### src/rtl/menu_select_fsm_pkg.sv
// Shared encodings for the game menu controller and the VGA datapath mux.
// Screen states double as the VGA mux select, so the two must stay aligned.
package menu_select_fsm_pkg;

    typedef enum logic [1:0] {
        ST_SPLASH = 2'd0,
        ST_MENU   = 2'd1,
        ST_PLAY   = 2'd2,
        ST_PAUSE  = 2'd3
    } state_e;

    localparam logic [1:0] VGA_MUX_SPLASH = 2'd0;
    localparam logic [1:0] VGA_MUX_MENU   = 2'd1;
    localparam logic [1:0] VGA_MUX_PLAY   = 2'd2;
    localparam logic [1:0] VGA_MUX_PAUSE  = 2'd3;

    // 10 ms debounce and 250 ms auto-repeat at 100 MHz
    localparam int DEFAULT_DEBOUNCE_CYC = 1000000;
    localparam int DEFAULT_REPEAT_CYC   = 25000000;

    // Width of a counter that must hold 0..n-1 (never narrower than one bit)
    function automatic int cnt_width(input int n);
        return (n < 2) ? 1 : $clog2(n);
    endfunction

endpackage

### src/rtl/menu_select_fsm_btn_conditioner.sv
// One push button: 2-flop synchroniser, counter debounce, rising-edge pulse.
// level follows the synchronised input only after it has disagreed for
// DEBOUNCE_CYC consecutive cycles; pulse is one cycle wide, one cycle after
// level rises.
module btn_conditioner
    import menu_select_fsm_pkg::*;
#(
    parameter int DEBOUNCE_CYC = DEFAULT_DEBOUNCE_CYC
) (
    input  logic clk,
    input  logic rst_n,
    input  logic raw,
    output logic level,
    output logic pulse
);

    localparam int              CNT_W    = cnt_width(DEBOUNCE_CYC);
    localparam logic [CNT_W-1:0] CNT_LAST = CNT_W'(DEBOUNCE_CYC - 1);

    logic             meta_q, meta_d;
    logic             sync_q, sync_d;
    logic             db_q, db_d;
    logic             db_prev_q, db_prev_d;
    logic             pulse_q, pulse_d;
    logic [CNT_W-1:0] cnt_q, cnt_d;

    // Next state: any agreement between sync and level restarts the count
    always_comb begin
        meta_d    = raw;
        sync_d    = meta_q;
        db_d      = db_q;
        cnt_d     = '0;
        if (sync_q != db_q) begin
            if (cnt_q == CNT_LAST) db_d = sync_q;
            else                   cnt_d = cnt_q + CNT_W'(1);
        end
        db_prev_d = db_q;
        pulse_d   = db_q & ~db_prev_q;
    end

    // Register everything; reset discards any press in flight
    always_ff @(posedge clk) begin
        if (!rst_n) begin
            meta_q    <= 1'b0;
            sync_q    <= 1'b0;
            db_q      <= 1'b0;
            db_prev_q <= 1'b0;
            pulse_q   <= 1'b0;
            cnt_q     <= '0;
        end else begin
            meta_q    <= meta_d;
            sync_q    <= sync_d;
            db_q      <= db_d;
            db_prev_q <= db_prev_d;
            pulse_q   <= pulse_d;
            cnt_q     <= cnt_d;
        end
    end

    assign level = db_q;
    assign pulse = pulse_q;

endmodule

### src/rtl/menu_select_fsm.sv
// Game menu controller: conditions four buttons, runs the splash/menu/play/
// pause screen FSM and drives the VGA screen select and selected game index.
// Optional build macro MENU_AUTOREPEAT_EN adds hold-to-repeat on up/down in
// the menu; without it each press moves the cursor exactly once.
module menu_select_fsm
    import menu_select_fsm_pkg::*;
#(
    parameter int NUM_CHOICES  = 4,
    parameter int CHOICE_W     = 3,
    parameter int DEBOUNCE_CYC = DEFAULT_DEBOUNCE_CYC,
    parameter int REPEAT_CYC   = DEFAULT_REPEAT_CYC,
    parameter int WRAP         = 1
) (
    input  logic                sys_clk,
    input  logic                sys_rst_n,
    input  logic                btn_up,
    input  logic                btn_down,
    input  logic                btn_left,
    input  logic                btn_right,
    input  logic                game_exit,
    output logic [CHOICE_W-1:0] choice,
    output logic [1:0]          vga_mux,
    output logic                game_start,
    output logic [1:0]          fsm_state
);

    // Cursor math runs one bit wider so the end compare cannot alias
    localparam int            XW   = CHOICE_W + 1;
    localparam logic [XW-1:0] LAST = XW'(NUM_CHOICES - 1);

    logic p_up, p_dn, p_left, p_right;
    logic step_up, step_dn;

    state_e              state_q, state_d;
    logic [CHOICE_W-1:0] choice_q, choice_d;
    logic                game_start_q, game_start_d;
    logic [XW-1:0]       cur, nxt;

`ifdef MENU_AUTOREPEAT_EN
    logic l_up, l_dn;
`endif

    btn_conditioner #(.DEBOUNCE_CYC(DEBOUNCE_CYC)) u_btn_up (
        .clk(sys_clk), .rst_n(sys_rst_n), .raw(btn_up), .pulse(p_up),
`ifdef MENU_AUTOREPEAT_EN
        .level(l_up)
`else
        .level()
`endif
    );

    btn_conditioner #(.DEBOUNCE_CYC(DEBOUNCE_CYC)) u_btn_down (
        .clk(sys_clk), .rst_n(sys_rst_n), .raw(btn_down), .pulse(p_dn),
`ifdef MENU_AUTOREPEAT_EN
        .level(l_dn)
`else
        .level()
`endif
    );

    btn_conditioner #(.DEBOUNCE_CYC(DEBOUNCE_CYC)) u_btn_left (
        .clk(sys_clk), .rst_n(sys_rst_n), .raw(btn_left), .pulse(p_left), .level()
    );

    btn_conditioner #(.DEBOUNCE_CYC(DEBOUNCE_CYC)) u_btn_right (
        .clk(sys_clk), .rst_n(sys_rst_n), .raw(btn_right), .pulse(p_right), .level()
    );

`ifdef MENU_AUTOREPEAT_EN
    localparam int               RPT_W    = cnt_width(REPEAT_CYC);
    localparam logic [RPT_W-1:0] RPT_LAST = RPT_W'(REPEAT_CYC - 1);

    logic [RPT_W-1:0] rpt_cnt_q, rpt_cnt_d;
    logic             held, rpt_fire;

    // Only a lone up or down held in the menu repeats
    assign held     = (state_q == ST_MENU) && (l_up ^ l_dn);
    assign rpt_fire = held && (rpt_cnt_q == RPT_LAST);
    assign step_up  = p_up | (rpt_fire & l_up);
    assign step_dn  = p_dn | (rpt_fire & l_dn);

    // Repeat timer restarts on each press, each repeat, release or screen change
    always_comb begin
        rpt_cnt_d = rpt_cnt_q + RPT_W'(1);
        if (!held || rpt_fire || p_up || p_dn || (state_d != state_q))
            rpt_cnt_d = '0;
    end

    // Repeat timer register
    always_ff @(posedge sys_clk) begin
        if (!sys_rst_n) rpt_cnt_q <= '0;
        else            rpt_cnt_q <= rpt_cnt_d;
    end
`else
    assign step_up = p_up;
    assign step_dn = p_dn;
`endif

    // Cursor candidate: wrap or saturate at the ends; up+down together cancels
    always_comb begin
        cur = {1'b0, choice_q};
        nxt = cur;
        if (step_dn && !step_up) begin
            if (cur >= LAST) nxt = (WRAP != 0) ? '0 : LAST;
            else             nxt = cur + XW'(1);
        end else if (step_up && !step_dn) begin
            if (cur == '0) nxt = (WRAP != 0) ? LAST : '0;
            else           nxt = cur - XW'(1);
        end
    end

    // Screen FSM next state; game_exit outranks buttons while in a game
    always_comb begin
        state_d      = state_q;
        choice_d     = choice_q;
        game_start_d = 1'b0;
        case (state_q)
            ST_SPLASH: if (p_right) state_d = ST_MENU;
            ST_MENU: begin
                if (p_right) begin
                    state_d      = ST_PLAY;
                    game_start_d = 1'b1;
                end else if (p_left) begin
                    state_d = ST_SPLASH;
                end else begin
                    choice_d = nxt[CHOICE_W-1:0];
                end
            end
            ST_PLAY: begin
                if (game_exit)   state_d = ST_MENU;
                else if (p_left) state_d = ST_PAUSE;
            end
            ST_PAUSE: begin
                if (game_exit || p_left) state_d = ST_MENU;
                else if (p_right)        state_d = ST_PLAY;
            end
            default: state_d = ST_SPLASH;
        endcase
    end

    // FSM and registered outputs
    always_ff @(posedge sys_clk) begin
        if (!sys_rst_n) begin
            state_q      <= ST_SPLASH;
            choice_q     <= '0;
            game_start_q <= 1'b0;
        end else begin
            state_q      <= state_d;
            choice_q     <= choice_d;
            game_start_q <= game_start_d;
        end
    end

    assign choice     = choice_q;
    assign vga_mux    = state_q;
    assign fsm_state  = state_q;
    assign game_start = game_start_q;

endmodule

### config.mk
export PLATFORM = sky130hd
export DESIGN_NAME = menu_select_fsm
export DESIGN_NICKNAME = d
export VERILOG_FILES = /design/src/rtl/menu_select_fsm_pkg.sv /design/src/rtl/menu_select_fsm_btn_conditioner.sv /design/src/rtl/menu_select_fsm.sv
export SDC_FILE = /design/constraint.sdc
export NUM_CORES = 1
export LEC_CHECK = 0
export ABC_AREA = 1
export BUFFER_PORTS_ARGS = -buffer_cell sky130_fd_sc_hd__buf_2
export CORE_UTILIZATION = 40
export DETAILED_ROUTE_END_ITERATION = 7
export PLACE_DENSITY_LB_ADDON = 0.2
export SYNTH_ARGS = -nofsm -noshare
export SYNTH_HDL_FRONTEND = slang
export SYNTH_HIERARCHICAL = 1
export SYNTH_SLANG_ARGS = --single-unit
### constraint.sdc
create_clock -name sys_clk -period 1.9 [get_ports sys_clk]
set_input_delay 0.38 -clock sys_clk [delete_from_list [all_inputs] [get_ports sys_clk]]
set_output_delay 0.38 -clock sys_clk [all_outputs]
set_load 0.05 [all_outputs]
==> impl_results.md, run 1 <==
- Status: complete, no violations
- Drt first pass iters: 4
- Total setup buffers inserted after CTS: 0
- Critical path's largest stage delay: ~0.38 ns
- Routed len/inst: roughly 11 um
- WS Path Type: reg2reg
- Final period util: 0.812
- Setup slack at placement: around 0.37 ns
- ANT cells: 0
- Min cycle time layout: about 1.5 ns
- Total grt overflow: 0
- Die Wd: 119 um
- Crit path max-delay family: simple AND/OR/NAND/NOR gates
- Final hold vios: 0
- FF-to-FF Start: u_btn_right/cnt_q[0]
- Row count: 42
- Clock sinks: about 110
- Pleak: about 2 nW
- Skew-Pair Late Insertion Delay: around 0.34 ns
- Initial antenna violation count: 0
- Starting density of the core: 0.413
- H-tree depth: 3
- CP most frequent cell: nand3_2
- Critical Path RT: 2.13 ns
- CP max FO: 18
- GPL Wtd Cong: roughly 0.87
- Vias in the first global route: approximately 4400
- Syn_nets: 787
- WL final: about 11000 um
- Power density cells: slightly above 700 nW/um2
- Post-DP HPWL: 8030 um
- Post-CTS Hold Fix Bufs: 0
- Max Clock Freq: ~650 MHz
- Relative slew slack: 0.791
- Avg Cell Area, Syn: about 7.1 um2
- First-pass GRT wire length: 19100 um
- Netlist Area Pre-Place: around 5500 um2
- Final Non-Filler Cells: ~970
- Crit path cell chain: ha_1 > nand3_2 > nor2_2 > nand3_2 > nand2_4 > nor2_1
- Pins over their slew limit: 0
- CTS resizes: 0
- Worst EP arrival: about 1.8 ns
- Final setup TNS: 0 ns
- Startpoint type of the worst setup path: flip-flop
- Yosys warns: 6
- Actual slew at the worst max-slew pin: between 0.3 and 0.4 ns
- Total GRT Usage: 0.166
- Setup ws final: about 0.36 ns
- Hold WC Path Type: in2reg
- Reg2reg setup slack: about 0.36 ns
- Clock-pin transition on the worst setup and hold timing paths: roughly 0.070 ns
- Buffers added on ports: 14
- Placed insts: ~960
- Via count: ~4600
- Clock root buffer: clkbuf_16
- Antenna viol nets, final: 0
- Core Util, Final: 0.452
- Maximum capacitance violations: 0
- Setup Skew: around 0.0057 ns
- Synth Instances: ~770
- Nets: a little over 800
- Min-delay src: btn_left
- Routed vias/inst: ~4.7
- CP bufs+invs: 0
- Critical Path End Type: flip-flop
- TritonCTS clock tree: done
- Synth cell types: 25
- Slowest cell on crit path: dfxtp_1
- Core ar.: roughly 13000 um2
- Initial DRC count: roughly 250
- Sequential share of the synthesized area: 0.385
- Top Ports: 15
- Layout area overhead: 9.65%
- RSZ-0062 raised after global routing: no
- Clock buffer depth: 2
- Layout cells sized above 1: 0.173
- Num CTS Buffers: 9
- Worst VDD drop: 0.000429 V
- Drt drc: 0
- Final setup violation count: 0
- Hold_ws: 0.218 ns
- CP startpoint: u_btn_right/cnt_q[0]
- Die ar.: roughly 14000 um2
- Die H: ~120 um
- Largest net degree at the start of global routing: 19
- Seq cells post-synth: about 110
## routing by layer
metal	GRT usage	vias up	part of all wire
li1	-	2439	-
met1	0.205	2075	0.49
met2	0.274	73	0.47
met3	0.0469	8	0.036
met4	0.0594	0	0.0084
met5	0	-	0
## power by group
part | internal (mW) | switching, mW | total (mW)
clock | 1.20 | 0.819 | 2.02
sequential | 2.23 | 0.00939 | 2.24
combinational | 0.0270 | 0.0693 | 0.0964
total | 3.46 | 0.898 | 4.36
## kinds of logic after synthesis
| group | Yosys count | share of synthesized area |
|---|---|---|
| fa+ha+maj | 9 | 0.0204 |
| flops | 106 | 0.385 |
| buf+inv | 102 | 0.0836 |
| simple gates | 459 | 0.391 |
| compound gates | 53 | 0.0532 |
| xor+xnor | 42 | 0.0668 |
## per-stage QoR
stage / total power [mW] / instance area (um2)
finish: 4.36 / 6040
global route: 4.56 / 6040
CTS: 4.45 / 6040
detailed placement: 2.39 / 5710
global placement: 2.39 / 5710
floorplan: 2.37 / 5510
## worst min-delay path: stages
cell and delay, ns:
buf_2 0.08, nand2_1 0.04, inv_1 0.04
## sequential cells by signal, summed over array words and instances (netlist names), 2 cells and up
register / cells
choice: 3
u_btn_down/cnt_q: 20
u_btn_left/cnt_q: 20
u_btn_right/cnt_q: 20
fsm_state: 2
u_btn_up/cnt_q: 20
## cell type report
cell class                      instances  area, um2
Clock inverter                          5       86.3
Timing Repair Buffer                   15       77.6
Sequential cell                       106       2120
Tap cell                              176        220
Inverter                               96        365
Clock buffer                           11        243
Fill cell                            1402       7310
Multi-Input combinational cell        563       2930
## final timing paths
path	to	depth (start not counted)
setup / recovery	u_btn_right/cnt_q[11]	6
hold / removal	u_btn_left/meta_q	3
setup reg to reg	u_btn_right/cnt_q[11]	6
hold reg to reg	u_btn_up/pulse	1
## placed cells by master, fill, tap and decap left out
| master | netlist | layout |
|---|---|---|
| nand2_1 | 152 | 152 |
| nor2_1 | 136 | 136 |
| dfxtp_1 | 106 | 106 |
| inv_1 | 86 | 86 |
| nor2_2 | 65 | 65 |
| nand3_1 | 56 | 56 |
| a21oi_1 | 29 | 29 |
| xor2_1 | 25 | 25 |
| xnor2_1 | 17 | 17 |
| o21ai_0 | 15 | 15 |
| buf_2 | 0 | 14 |
| nand3_2 | 12 | 12 |
| nand4_1 | 12 | 12 |
| nand2_2 | 9 | 9 |
| ha_1 | 9 | 9 |
| clkbuf_16 | 0 | 9 |
| inv_2 | 6 | 6 |
| nand3b_1 | 5 | 5 |
| clkinv_2 | 4 | 4 |
| a21oi_2 | 4 | 4 |
| nand2_4 | 4 | 4 |
| o21bai_1 | 4 | 4 |
| or2_0 | 4 | 4 |
| or2_2 | 4 | 4 |
| clkinv_4 | 0 | 2 |
| bufinv_16 | 0 | 2 |
| o211ai_1 | 1 | 1 |
| clkbuf_8 | 0 | 1 |
| clkbuf_1 | 0 | 1 |
| inv_6 | 0 | 1 |
| buf_4 | 2 | 1 |
## cell usage after synthesis
cell	instances	area [um2]
nand3_2	12	120
xor2_1	25	219
clkinv_2	4	20.0
nand2_4	4	45.0
a21oi_1	29	145
inv_1	86	323
a21oi_2	4	35.0
inv_2	6	22.5
o21bai_1	4	30.0
xnor2_1	17	149
dfxtp_1	106	2120
nand2_2	9	56.3
nand4_1	12	75.1
ha_1	9	113
nor2_1	136	510
nand3b_1	5	37.5
or2_0	4	25.0
buf_4	2	15.0
nor2_2	65	407
o21ai_0	15	75.1
nand3_1	56	280
buf_12	4	80.1
nand2_1	152	571
o211ai_1	1	7.51
or2_2	4	25.0
Note: power is estimated with default switching activity, not from simulation.
==> run 2: changes to the inputs <==
--- a/config.mk
+++ b/config.mk
@@ -5,7 +5,7 @@
 export SDC_FILE = /design/constraint.sdc
 export NUM_CORES = 1
 export LEC_CHECK = 0
-export ABC_AREA = 1
+export ABC_AREA = 0
 export BUFFER_PORTS_ARGS = -buffer_cell sky130_fd_sc_hd__buf_2
 export CORE_UTILIZATION = 40
 export DETAILED_ROUTE_END_ITERATION = 7
==> constraint.sdc (replaced) <==
create_clock -name sys_clk -period 1.3 [get_ports sys_clk]
set_input_delay 0.26 -clock sys_clk [delete_from_list [all_inputs] [get_ports sys_clk]]
set_output_delay 0.26 -clock sys_clk [all_outputs]
set_load 0.05 [all_outputs]
==> impl_results.md, run 2 <==
- Min cycle time layout: approximately 1.6 ns
- Clock sinks: around 110
- Initial DRC count: around 110
- Post-DP HPWL: around 7100 um
- Number of flops mapped to enable cells by yosys: 0
- Core ar.: approximately 12000 um2
- Via count: about 4000
- Yosys top cell area share: 0.443
- Max Clock Freq: 644 MHz
- Post-synthesis xor/xnor area fraction: 0.0877
- ANT cells: 0
- Final period util: 1.20
- Layout area overhead: 41.7%
- Synth cell types: between 40 and 50
- Synth Instances: about 510
- Maximum capacitance violations: 0
- Top cells by area, synth: dfxtp_1 (44%), xor2_1 (6.6%), nor2_1 (3.8%), a21oi_1 (3.0%), nand3_1 (2.9%)
- Most common cell after layout, fill and taps aside: buf_4
- H-tree depth: 3
- Share of flip-flops with an asynchronous set or reset: 0
- Vias in the first global route: roughly 4000
- Reg area: around 2200 um2
- Routed len/inst: 13.3 um
- Layout cells sized above 1: 0.452
- Synth top cells by count: dfxtp_1 (106), nor2_1 (48), xor2_1 (36), a21oi_1 (29), nand3_1 (28)
- Top Ports: 15
- Min-delay src: btn_right
- Primary FF master, synth: dfxtp_1
- Setup Skew: 0.00550 ns
- First-pass GRT wire length: approximately 18000 um
- Routed vias/inst: 5.03
- Reg2reg setup slack: -0.25 ns
- Largest family of logic cells by synthesized area: simple AND/OR/NAND/NOR gates
- Startpoint type of the worst setup path: flip-flop
- GPL Wtd Cong: around 0.77
- Sequential share of the synthesized area: 0.443
- Largest net degree at the start of global routing: 27
- Relative slew slack: 0.769
- CP most frequent cell: o21a_1
- Clock Power Share: 0.446
- Switch share: 0.203
- Compound-cell area share of the yosys netlist: 0.116
- Area share of fa/ha/maj cells after synthesis: 0.0235
- Critical Path End Type: flip-flop
- Flop pwr share: 0.536
- Simple-Gate Fraction of Synth Area: 0.285
- Final setup TNS: -13.90 ns
- Num CTS Buffers: 9
- Actual slew at the worst max-slew pin: between 0.3 and 0.4 ns
- Slowest cell on crit path: dfxtp_4
- FF-to-FF Start: u_btn_up/cnt_q[8]
- Initial antenna violation count: 0
- Clock buffer depth: 2
- Hold path cells: 2
- Final setup violation count: 80
- Clock root buffer: clkbuf_16
- Failing checks: DRC, setup timing
- WS Path Type: reg2reg
- Most common cell in the netlist: dfxtp_1
- Final hold vios: 0
- CP startpoint: u_btn_up/cnt_q[8]
- Starting density of the core: 0.415
- TritonCTS clock tree: done
- Seq cells post-synth: 106
- Die H: between 100 and 150 um
- Row count: 39
- Status: complete, but fails checks
- Die Wd: approximately 110 um
- Critical Path RT: approximately 1.5 ns
- Worst VDD drop: 0.000547 V
- Int Pwr: a little under 5 mW
- Critical path's largest stage delay: roughly 0.36 ns
- CP bufs+invs: 1
- Avg Cell Area, Syn: 9.44 um2
- Core Util, Final: 0.588
- Crit path cell chain: nor4b_4 > nand4b_1 > buf_4 > o21a_1 > o21a_1
- Yosys top cell by area: dfxtp_1
- WL final: between 10000 and 15000 um
- Buffers added on ports: 14
- Setup slack at placement: -0.324 ns
- Pleak: roughly 2.6 nW
- Hold endpoint: u_btn_right/meta_q
- Most frequent cells in the layout: buf_4 (121), dfxtp_1 (66), nor2_1 (45), xor2_1 (36), dfxtp_2 (31)
- Total net switching power: roughly 1.2 mW
- Post-synthesis mux area share: 0.00209
- Pins over their slew limit: 0
- Total GRT Usage: 0.175
- Power density cells: slightly below 900 nW/um2
- Multi-input logic area: 2850 um2
- Worst reg2reg path depth: 5
- Crit path max-delay family: simple AND/OR/NAND/NOR gates
- Syn_nets: 524
- Total grt overflow: 0
- Nets: between 600 and 700
- Hold WC Path Type: in2reg
- Comb pwr share: 0.018
- CP max FO: 3
- Worst EP arrival: between 1.5 and 2 ns
- Setup ws final: -0.254 ns
- Yosys warns: 6
- RSZ-0062 raised after global routing: yes
- Fill cells: 976
- Drt drc: 4
- Antenna viol nets, final: 0
- Drt first pass iters: 6
- Skew-Pair Late Insertion Delay: 0.35 ns
- Clock-pin transition on the worst setup and hold timing paths: approximately 0.070 ns
- Worst reg2reg path endpoint: u_btn_up/level
- Die ar.: 12400 um2
- Netlist Area Pre-Place: between 4000 and 5000 um2
==> run 2: cell types whose count changed after synthesis, sizes merged, moves of 9 or more <==
cell,delta
inv,-72
xor2,+11
nor4b,+9
o31ai,+9
nor2,-153
nand2,-139
or3,+16
and3,+16
buf,+12
nand3,-40
and2,+17
==> run 2: layout make-up <==
| class | instances | area share |
|---|---|---|
| Sequential cell | 106 | 0.323 |
| Inverter | 20 | 0.0114 |
| Timing Repair Buffer | 149 | 0.177 |
| Tap cell | 143 | 0.0263 |
| Clock inverter | 3 | 0.00589 |
| Clock buffer | 13 | 0.0368 |
| Multi-Input combinational cell | 364 | 0.419 |
==> run 2: kinds of logic (layout without fill, tap and decap cells) <==
logic type / Yosys count / count (layout)
buffers and inverters: 38 / 185
adder cells (fa/ha/maj): 9 / 9
AO/OA/AOI/OAI: 83 / 83
flip-flops: 106 / 106
AND/OR/NAND/NOR: 223 / 223
multiplexers: 1 / 1
XOR/XNOR: 48 / 48
==> run 2: timing repair <==
action / in CTS / in global routing
hold buffers: 0 / 0
pin swaps: 43 / 26
gates cloned: 2 / 2
setup buffers: 14 / 3
setup endpoints to repair: 85 / 89
gates resized for setup: 82 / 51
==> run 2: power groups by stage <==
| stage | sequential, mW | clock [mW] | combinational, mW |
|---|---|---|---|
| floorplan | 3.34 | 0 | 0.0465 |
| global placement | 3.34 | 0 | 0.0957 |
| detailed placement | 3.34 | 0 | 0.0988 |
| CTS | 3.26 | 2.78 | 0.113 |
| global route | 3.25 | 2.90 | 0.123 |
| finish | 3.25 | 2.71 | 0.112 |
==> run 2: stage by stage <==
| stage | instances | hold WS, ns | power, mW | area [um2] |
|---|---|---|---|---|
| 2_1_floorplan | 508 | 0.367 | 3.38 | 4890 |
| 3_3_place_gp | 763 | 0.372 | 3.43 | 5930 |
| 3_5_place_dp | 763 | 0.378 | 3.44 | 5930 |
| 4_1_cts | 795 | 0.110 | 6.15 | 6600 |
| 5_1_grt | 798 | 0.131 | 6.27 | 6800 |
| 6_report | 798 | 0.119 | 6.07 | 6800 |
==> run 2: per-layer routing <==
layer,track usage,wire length (um),vias to the layer above
met2,0.308,5230,40
met4,0.0676,147,0
li1,-,-,2094
met3,0.0354,259,10
met5,0,0,-
met1,0.211,5000,1872
==> run 2: worst max-delay path by stage <==
stage | endpoint | slack, ns | depth (start not counted)
3_3_place_gp | u_btn_down/level | -0.32 | 5
2_1_floorplan | u_btn_down/cnt_q[12] | -0.24 | 7
6_report | u_btn_up/level | -0.25 | 5
5_1_grt | u_btn_up/level | -0.32 | 5
3_5_place_dp | u_btn_down/level | -0.32 | 5
4_1_cts | u_btn_down/cnt_q[17] | -0.19 | 4
